===== src/rtl/servo_output_pkg.sv =====
// Shared widths and railed-flag bit positions for the servo output stage.
// Bit positions match the relock block's railed input.
package servo_output_pkg;
  localparam int DATA_W  = 16;
  localparam int SUM_W   = 17;
  localparam int RAIL_HI = 1;
  localparam int RAIL_LO = 0;
endpackage


===== src/rtl/servo_output_stage_rail_debounce.sv =====
// Per-rail debounce: the flag asserts after RAIL_COUNT consecutive clipped samples.
// The flag is registered from the next count, so it drops one cycle after raw clears.
module rail_debounce #(
  parameter int RAIL_COUNT = 16,
  parameter int CNT_W      = 16
) (
  input  logic clk_in,
  input  logic rst_n_in,
  input  logic hold_in,
  input  logic raw_in,
  output logic railed_out
);
  localparam logic [CNT_W-1:0] CNT_MAX = CNT_W'(RAIL_COUNT);

  logic [CNT_W-1:0] cnt_q, cnt_d;
  logic             railed_q, railed_d;

  always_comb begin
    cnt_d    = cnt_q;
    railed_d = railed_q;
    if (!hold_in) begin
      if (!raw_in) begin
        cnt_d = '0;
      end else if (cnt_q != CNT_MAX) begin
        cnt_d = cnt_q + CNT_W'(1);
      end
      railed_d = (cnt_d == CNT_MAX);
    end
  end

  always_ff @(posedge clk_in) begin
    if (!rst_n_in) begin
      cnt_q    <= '0;
      railed_q <= 1'b0;
    end else begin
      cnt_q    <= cnt_d;
      railed_q <= railed_d;
    end
  end

  assign railed_out = railed_q;
endmodule


===== src/rtl/servo_output_stage.sv =====
// Servo output stage: sum PID and relock sweep, clamp to limits, slew-limit, drive the DAC.
// Also produces debounced railed flags that feed back to the relock block.
module servo_output_stage
  import servo_output_pkg::*;
#(
  parameter int RAIL_COUNT = 16,
  parameter int CNT_W      = 16
) (
  input  logic               clk_in,
  input  logic               rst_n_in,
  input  logic signed [15:0] pid_in,
  input  logic signed [15:0] relock_in,
  input  logic               relock_on_in,
  input  logic signed [15:0] min_in,
  input  logic signed [15:0] max_in,
  input  logic        [15:0] slew_in,
  input  logic               hold_in,
  output logic signed [15:0] dac_out,
  output logic        [1:0]  railed_out
);
  logic signed [SUM_W-1:0]  sum_q, sum_d;
  logic signed [DATA_W-1:0] target_q, target_d;
  logic signed [DATA_W-1:0] dac_q, dac_d;
  logic                     raw_hi_q, raw_hi_d;
  logic                     raw_lo_q, raw_lo_d;

  logic signed [SUM_W-1:0] relock_x, min_x, max_x, clip_hi;
  logic signed [SUM_W-1:0] dac_x, tgt_x, slew_x, delta, step_up, step_dn;

  always_comb begin
    relock_x = relock_on_in ? {relock_in[15], relock_in} : '0;
    sum_d    = {pid_in[15], pid_in} + relock_x;

    max_x    = {max_in[15], max_in};
    min_x    = {min_in[15], min_in};
    raw_hi_d = (sum_q >= max_x);
    raw_lo_d = (sum_q <= min_x);
    // Lower clamp is applied last so a min > max misconfiguration settles at min.
    clip_hi  = raw_hi_d ? max_x : sum_q;
    target_d = (clip_hi <= min_x) ? min_in : clip_hi[DATA_W-1:0];

    dac_x    = {dac_q[15], dac_q};
    tgt_x    = {target_q[15], target_q};
    slew_x   = {1'b0, slew_in};
    delta    = tgt_x - dac_x;
    step_up  = dac_x + slew_x;
    step_dn  = dac_x - slew_x;

    dac_d = dac_q;
    if (!hold_in) begin
      if (slew_in == '0) begin
        dac_d = target_q;
      end else if (delta > slew_x) begin
        dac_d = step_up[DATA_W-1:0];
      end else if (delta < -slew_x) begin
        dac_d = step_dn[DATA_W-1:0];
      end else begin
        dac_d = target_q;
      end
    end
  end

  always_ff @(posedge clk_in) begin
    if (!rst_n_in) begin
      sum_q    <= '0;
      target_q <= '0;
      raw_hi_q <= 1'b0;
      raw_lo_q <= 1'b0;
      dac_q    <= '0;
    end else begin
      sum_q    <= sum_d;
      target_q <= target_d;
      raw_hi_q <= raw_hi_d;
      raw_lo_q <= raw_lo_d;
      dac_q    <= dac_d;
    end
  end

  rail_debounce #(.RAIL_COUNT(RAIL_COUNT), .CNT_W(CNT_W)) u_rail_hi (
    .clk_in     (clk_in),
    .rst_n_in   (rst_n_in),
    .hold_in    (hold_in),
    .raw_in     (raw_hi_q),
    .railed_out (railed_out[RAIL_HI])
  );

  rail_debounce #(.RAIL_COUNT(RAIL_COUNT), .CNT_W(CNT_W)) u_rail_lo (
    .clk_in     (clk_in),
    .rst_n_in   (rst_n_in),
    .hold_in    (hold_in),
    .raw_in     (raw_lo_q),
    .railed_out (railed_out[RAIL_LO])
  );

  assign dac_out = dac_q;
endmodule


===== config.mk =====
export PLATFORM = sky130hd
export DESIGN_NAME = servo_output_stage
export DESIGN_NICKNAME = d
export VERILOG_FILES = /design/src/rtl/servo_output_pkg.sv /design/src/rtl/servo_output_stage_rail_debounce.sv /design/src/rtl/servo_output_stage.sv
export SDC_FILE = /design/constraint.sdc
export NUM_CORES = 1
export LEC_CHECK = 0
export BUFFER_PORTS_ARGS = -buffer_cell sky130_fd_sc_hd__buf_2
export CAP_MARGIN = 40
export CORE_AREA = 2 2 134 136
export DETAILED_ROUTE_END_ITERATION = 10
export DIE_AREA = 0 0 136 138
export PLACE_DENSITY = 0.79
export SYNTH_ARGS = -nofsm -noshare
export SYNTH_HDL_FRONTEND = slang
export SYNTH_SLANG_ARGS = --single-unit

===== constraint.sdc =====
create_clock -name clk_in -period 4 [get_ports clk_in]
set_input_delay 0.6 -clock clk_in [delete_from_list [all_inputs] [get_ports clk_in]]
set_output_delay 0.6 -clock clk_in [all_outputs]
set_load 0.01 [all_outputs]

==> summary.md, run 1 <==
| Metric | Value |
|---|---|
| Initial core utilization | 53.2% |
| Max-slew violation count | 0 |
| Syn_nets | 1478 |
| Final hold vios | 0 |
| Worst-path clk slew | 0.07 ns |
| Syn avg cell area | 7.53 um2 |
| Cell area after layout | 11700 um2 |
| Post-layout min period | 4.16 ns |
| Setup violations, final | 20 |
| Final ANT Viol Nets | 0 |
| Layout Cells excl Fill | 1653 |
| Cell Area, Synth | 9330 um2 |
| All-Layer GR Usage | 27.2% |
| Slack of the critical path | -0.162 ns |
| Yosys top cell by area | ha_1 |
| Clk Latency, worst-skew pair | 0.35 ns |
| Register bit total from synthesis | 85 |
| Critical path required time | 4.23 ns |
| Vias in the first global route | 9128 |
| Worst setup SP type | flop |
| Placement Setup Slack | -0.488 ns |
| Nets | 1657 |
| Post-synthesis sequential area ratio | 18.2% |
| DR WL/cell | 16.5 um |
| Initial antenna violation count | 0 |
| Root buf cell | clkbuf_16 |
| Tightest Pin Transition | 0.732 ns |
| Max cap viols | 0 |
| P_leak | 5.44 nW |
| First-pass GRT wire length | 42500 um |
| Pwr Density | 796 nW/um2 |
| CTS tree | built |
| Post-DR vias/cell | 5.88 |
| Critical path class | reg2reg |
| Share of cells above drive strength 1 | 24.9% |
| Final WL | 27200 um |
| Layout area overhead | 25.1% |
| Cts bufs inserted | 9 |
| Placed insts | 1612 |
| Max FO, Critical Path | 4 |
| Synth cell types | 76 |
| Gpl congestion | 0.987 |
| Iter 0 DRT Violations | 738 |
| Cell count after synthesis | 1240 |
| Warnings from Yosys | 0 |
| Skew final | 0.00836 ns |
| Synth top area cells | ha_1 (20%), dfxtp_1 (18%), nor2_1 (4.9%) |
| Primary FF master, synth | dfxtp_1 |
| Clk buf depth | 2 |
| # IOs | 102 |
| Pre-antenna DRT Iters | 7 |
| Pin count of the biggest net entering global routing | 67 |
| DPL Wire Length | 19800 um |
| Final worst path period share | 104% |
| Die area | 18800 um2 |
| Clock sink count | 85 |
| Number of flops mapped to enable cells by yosys | 0 |
| Most common cell in the synthesized netlist | ha_1 |
| PnR Total Power | 0.00930 W |
| Peak supply drop | 0.000498 V |
| Via count | 9718 |
| Die Width | 136 um |
| Max H-tree Level | 3 |
| Slew margin rel. | 51.2% |
| Min-delay worst type | reg2reg |
| Unrepaired setup endpoints after global routing | yes |
| Hold buffer count at CTS | 0 |
| Share of the synthesized area in the top cell type | 20.1% |
| Achievable Freq | 0.240 GHz |
| Violated checks | setup timing |
| Core area | 17500 um2 |
| Most frequent cells after synthesis | ha_1 (150), nor2_1 (123), nand2_1 (113), inv_1 (109), a21oi_1 (88) |
| Worst EP arrival | 4.40 ns |
| Setup crit end kind | flop |
| Ys async rst share | 0% |
| Port Buffers | 101 |
| Post-DP Area | 10600 um2 |
| DRC | 0 |
| Total gr overflow | 0 |
| Antenna diodes | 0 |
| Core Rows | 49 |
| Die Y | 138 um |
| Status | complete, but fails checks |
[through the flow]
stage               hold slack, ns  TNS, ns  utilization, %
floorplan                    0.441        0               -
global placement             0.450    -7.67            60.6
detailed placement           0.455   -11.70            60.6
CTS                          0.469  -0.0364            63.7
global route                 0.489    -6.85            66.6
finish                       0.463    -1.80            66.6
[power breakdown]
part | internal [W] | switching, W | leakage [nW]
Sequential | 0.000984 | 0.000120 | 0.698
Clock | 0.000448 | 0.000376 | 0.142
Combinational | 0.00360 | 0.00377 | 4.60
[repair_timing]
action | 4_1_cts | 5_1_grt
setup buffers | 9 | 15
cloned | 0 | 3
setup endpoints to repair | 32 | 32
pin swaps | 46 | 64
resized for setup | 42 | 66
[sequential cells by signal, summed over array words and instances (netlist names)]
signal,flops
u_rail_hi.cnt_q,16
u_rail_lo.railed_out,1
u_rail_lo.cnt_q,16
raw_lo_q,1
sum_q,17
target_q,16
raw_hi_q,1
dac_out,16
u_rail_hi.railed_out,1
[cell families after synthesis]
logic type	Yosys count	synth area share, %
simple gates	469	24.8
xor+xnor	63	5.91
mux	26	3.04
buf+inv	158	6.57
compound gates	285	20.5
flops	85	18.2
fa+ha+maj	154	21.0
[cell usage in the layout (no fill, tap or decap), types with 44 or more instances in the layout]
| master | n |
|---|---|
| xnor2_1 | 44 |
| ha_1 | 139 |
| dfxtp_1 | 82 |
| buf_2 | 101 |
| nand2_1 | 110 |
| a21oi_1 | 77 |
| nor3_1 | 49 |
| inv_1 | 104 |
| buf_4 | 96 |
| nor2_1 | 122 |
[path summary, 6_finish.rpt]
check / from / endpoint / slack (ns) / cells after the start
worst min-delay path: u_rail_lo.railed_out / u_rail_lo.railed_out / 0.46 / 2
worst max register to register: target_q[0] / dac_out[4] / -0.16 / 24
worst min register to register: u_rail_lo.railed_out / u_rail_lo.railed_out / 0.46 / 2
worst max-delay path: target_q[0] / dac_out[4] / -0.16 / 24
[area by class of cell]
type                    count  area [um2]
repair buffers            211        1450
clock buffers              11         243
well taps                 229         287
clock inverters             5        42.5
fillers                  1399        5860
multi-input cells         998        7530
flip-flops and latches     85        1710
inverters                 114         428
[worst max-delay path, stage by stage (launching register included)]
cell and delay, ns:
dfxtp_2 0.32, inv_2 0.05, ha_4 0.16, buf_4 0.13
nor2b_4 0.10, o21ai_2 0.07, a21boi_2 0.17, o21ai_2 0.08
buf_4 0.15, a211oi_4 0.29, o31ai_2 0.11, nor2b_1 0.13
nor2_1 0.06, xnor2_1 0.23, ha_1 0.30, o21a_1 0.21
a211oi_2 0.31, o211ai_1 0.18, nand2_1 0.19, nor2_4 0.08
buf_4 0.14, buf_4 0.13, o21ai_1 0.15, xnor2_1 0.19
o211ai_2 0.10
[layer usage]
layer | vias to the layer above | GRT usage (%) | routed length [um] | share of wire (%)
li1 | 4750 | - | - | -
met1 | 4477 | 35.8 | 11700 | 43
met2 | 409 | 46.0 | 12800 | 47
met3 | 82 | 2.79 | 1690 | 6.2
met4 | 0 | 9.48 | 955 | 3.5
met5 | - | 0 | 0 | 0
Note: power is estimated with default switching activity, not from simulation.
==> run 2, diff against run 1 <==
--- a/config.mk
+++ b/config.mk
@@ -5,12 +5,12 @@
 export SDC_FILE = /design/constraint.sdc
 export NUM_CORES = 1
 export LEC_CHECK = 0
-export BUFFER_PORTS_ARGS = -buffer_cell sky130_fd_sc_hd__buf_2
 export CAP_MARGIN = 40
 export CORE_AREA = 2 2 134 136
 export DETAILED_ROUTE_END_ITERATION = 10
 export DIE_AREA = 0 0 136 138
-export PLACE_DENSITY = 0.79
+export DONT_BUFFER_PORTS = 1
+export PLACE_DENSITY = 0.74
 export SYNTH_ARGS = -nofsm -noshare
 export SYNTH_HDL_FRONTEND = slang
 export SYNTH_SLANG_ARGS = --single-unit
==> summary.md, run 2 (synthesis results as in run 1) <==
| Metric | Value |
|---|---|
| Worst setup SP type | flop |
| Buf/Inv on CP | 5 (unchanged) |
| Final WL | 27000 um (-0.85%) |
| Slew margin rel. | 46.1% (-5.1 points) |
| Max-slew violation count | 0 (unchanged) |
| Pwr Density | 854 nW/um2 (+7.3%) |
| Cts bufs inserted | 9 (unchanged) |
| Max cap viols | 0 (unchanged) |
| Violated checks | setup timing |
| Initial core utilization | 53.2% (unchanged) |
| Comb power frac | 79.4% (about the same) |
| Clock share of power | 9.0% (about the same) |
| Vias in the first global route | 8651 (-5.2%) |
| Most flop-heavy register | sum_q |
| Die area | 18800 um2 (unchanged) |
| Clk Latency, worst-skew pair | 0.35 ns (about the same) |
| Pre-antenna DRT Iters | 5 (-2) |
| Clock sink count | 85 (unchanged) |
| Net Switching | 0.00437 W (+2.4%) |
| DRC | 0 (unchanged) |
| Iter 0 DRT Violations | 810 (+9.8%) |
| Tightest Pin Transition | 0.808 ns (+0.0763 ns) |
| Pin count of the biggest net entering global routing | 67 (unchanged) |
| Post-layout min period | 4.25 ns (+0.0906 ns) |
| DR WL/cell | 17.4 um (+5.9%) |
| CP cell instances | inv_2, ha_4, inv_2, fa_2, a211oi_4, o211ai_1, nand3_1, o21ai_2, buf_4, xor2_2, ha_1, and4_1, and4_4, o31ai_2, o211ai_1, nand2_2, buf_6, or4_1, o21ai_1, xnor2_1, buf_4, o211ai_2 |
| PnR Total Power | 0.00963 W (+3.5%) |
| Setup crit end kind | flop |
| Peak supply drop | 0.000712 V (+43%) |
| Worst-path clk slew | 0.07 ns (about the same) |
| # IOs | 102 (unchanged) |
| Core area | 17500 um2 (unchanged) |
| Nets | 1552 (-6.3%) |
| Total gr overflow | 0 (unchanged) |
| Number of flip-flops in the largest register | 17 (unchanged) |
| Final core occ | 64.3% (-2.3 points) |
| CTS tree | built |
| Critical path required time | 4.23 ns (about the same) |
| Clk buf depth | 2 (unchanged) |
| Critical path class | reg2reg |
| Hold buffer count at CTS | 0 (unchanged) |
| Antenna diodes | 0 (unchanged) |
| Switching Fraction | 45.3% (-0.52 points) |
| Initial antenna violation count | 0 (unchanged) |
| Largest stage delay, worst path | 0.41 ns (+0.09 ns) |
| Max FO, Critical Path | 2 (-2) |
| Setup tns final | -2.69 ns (-0.891 ns) |
| Sequential Power Share | 11.6% (-0.3 points) |
| Max H-tree Level | 3 (unchanged) |
| Commonest non-fill, non-tap cells in the layout | ha_1 (140), nor2_1 (120), nand2_1 (109), inv_1 (105), buf_4 (88) |
| Unrepaired setup endpoints after global routing | yes |
| CP delay by family, top | simple AND/OR/NAND/NOR gates |
| Layout area overhead | 20.8% |
| Die Width | 136 um (unchanged) |
| Final worst path period share | 106% (+2.3 points) |
| Status | complete, but fails checks |
| Root buf cell | clkbuf_16 |
| P_leak | 5.02 nW (-7.7%) |
| Post-DR vias/cell | 5.96 (+1.4%) |
| Die Y | 138 um (unchanged) |
| Slack of the critical path | -0.252 ns (-0.0906 ns) |
| Gpl congestion | 0.959 (-2.9%) |
| Port Buffers | 0 (-100%) |
| Min-delay worst type | in2reg |
| Critical path's slowest cell | or4_1 |
| DPL Wire Length | 19100 um (-3.4%) |
| Final ANT Viol Nets | 0 (unchanged) |
| Skew final | 0.00782 ns (-0.000536 ns) |
| All-Layer GR Usage | 26.8% (-0.35 points) |
| Int Pwr | 0.00526 W (+4.5%) |
| Achievable Freq | 0.235 GHz (-2.1%) |
| First-pass GRT wire length | 41400 um (-2.4%) |
| Final hold vios | 0 (unchanged) |
| Via count | 9231 (-5.0%) |
| Share of cells above drive strength 1 | 19.5% (-5.4 points) |
| Worst EP arrival | 4.48 ns (+0.08 ns) |
| Setup violations, final | 16 (-20%) |
| Core Rows | 49 (unchanged) |
| Hold slack | 0.341 ns (-0.122 ns) |
| Filler cells | 1475 (+5.4%) |
| Most common cell after layout, fill and taps aside | ha_1 |
run 2: cell types whose count changed in the layout (fill, tap and decap cells not counted), moves of 3 or more:
cell	previous run	this run
nand3_1	34	37
a211oi_2	7	14
buf_4	96	88
buf_6	8	12
buf_2	101	0
a211oi_1	16	9
nand3_2	4	1
run 2: repair_timing:
action	4_1_cts	5_1_grt
resized for setup	48	78
endpoints found under the setup margin	32	32
buffers inserted	10	17
pin swaps	50	67
cloned	1	4
run 2: final cells by class:
cell class | instances | area [um2] | share of cell area (%)
Tap cell | 229 | 287 | 2.54
Timing Repair Buffer | 105 | 906 | 8.04
Clock inverter | 5 | 58.8 | 0.522
Inverter | 114 | 428 | 3.80
Clock buffer | 11 | 243 | 2.15
Sequential cell | 85 | 1710 | 15.2
Multi-Input combinational cell | 999 | 7640 | 67.8
run 2: stage by stage:
| stage | area (um2) | cells | worst slack [ns] |
|---|---|---|---|
| global route | 11300 | 1548 | -0.391 |
| global placement | 10100 | 1502 | -0.461 |
| detailed placement | 10100 | 1503 | -0.393 |
| CTS | 10700 | 1530 | -0.0605 |
| floorplan | 9350 | 1240 | 0.00533 |
| finish | 11300 | 1548 | -0.252 |
run 2: power by group through the flow:
stage / sequential (W) / combinational, W / clock [W]
CTS: 0.00111 / 0.00638 / 0.000875
finish: 0.00112 / 0.00764 / 0.000870
global placement: 0.00112 / 0.00536 / 0
floorplan: 0.00111 / 0.00350 / 0
detailed placement: 0.00112 / 0.00547 / 0
global route: 0.00113 / 0.00818 / 0.000905
run 2: worst register-to-register path, delay by kind of cell (launching register included):
| family | cells | cell delay (ns) |
|---|---|---|
| and+or+nand+nor | 5 | 1.15 |
| AOI/OAI and AO/OA | 7 | 0.92 |
| DFF | 1 | 0.31 |
| buffers and inverters | 5 | 0.57 |
| adders and majority gates | 3 | 0.86 |
| xor gates and xnor gates | 2 | 0.32 |
run 2: path summary, 6_finish.rpt:
path	from	endpoint	slack [ns]	depth (start not counted)
hold reg to reg	u_rail_lo.railed_out	u_rail_lo.railed_out	0.52	2
setup / recovery	target_q[0]	dac_out[4]	-0.25	22
setup reg to reg	target_q[0]	dac_out[4]	-0.25	22
hold / removal	hold_in	dac_out[1]	0.34	1
run 2: routing by layer:
metal / part of all wire, % / GRT usage (%)
met1: 44 / 35.5
met2: 47 / 44.3
met3: 6.8 / 5.17
met4: 2.5 / 7.73
met5: 0 / 0
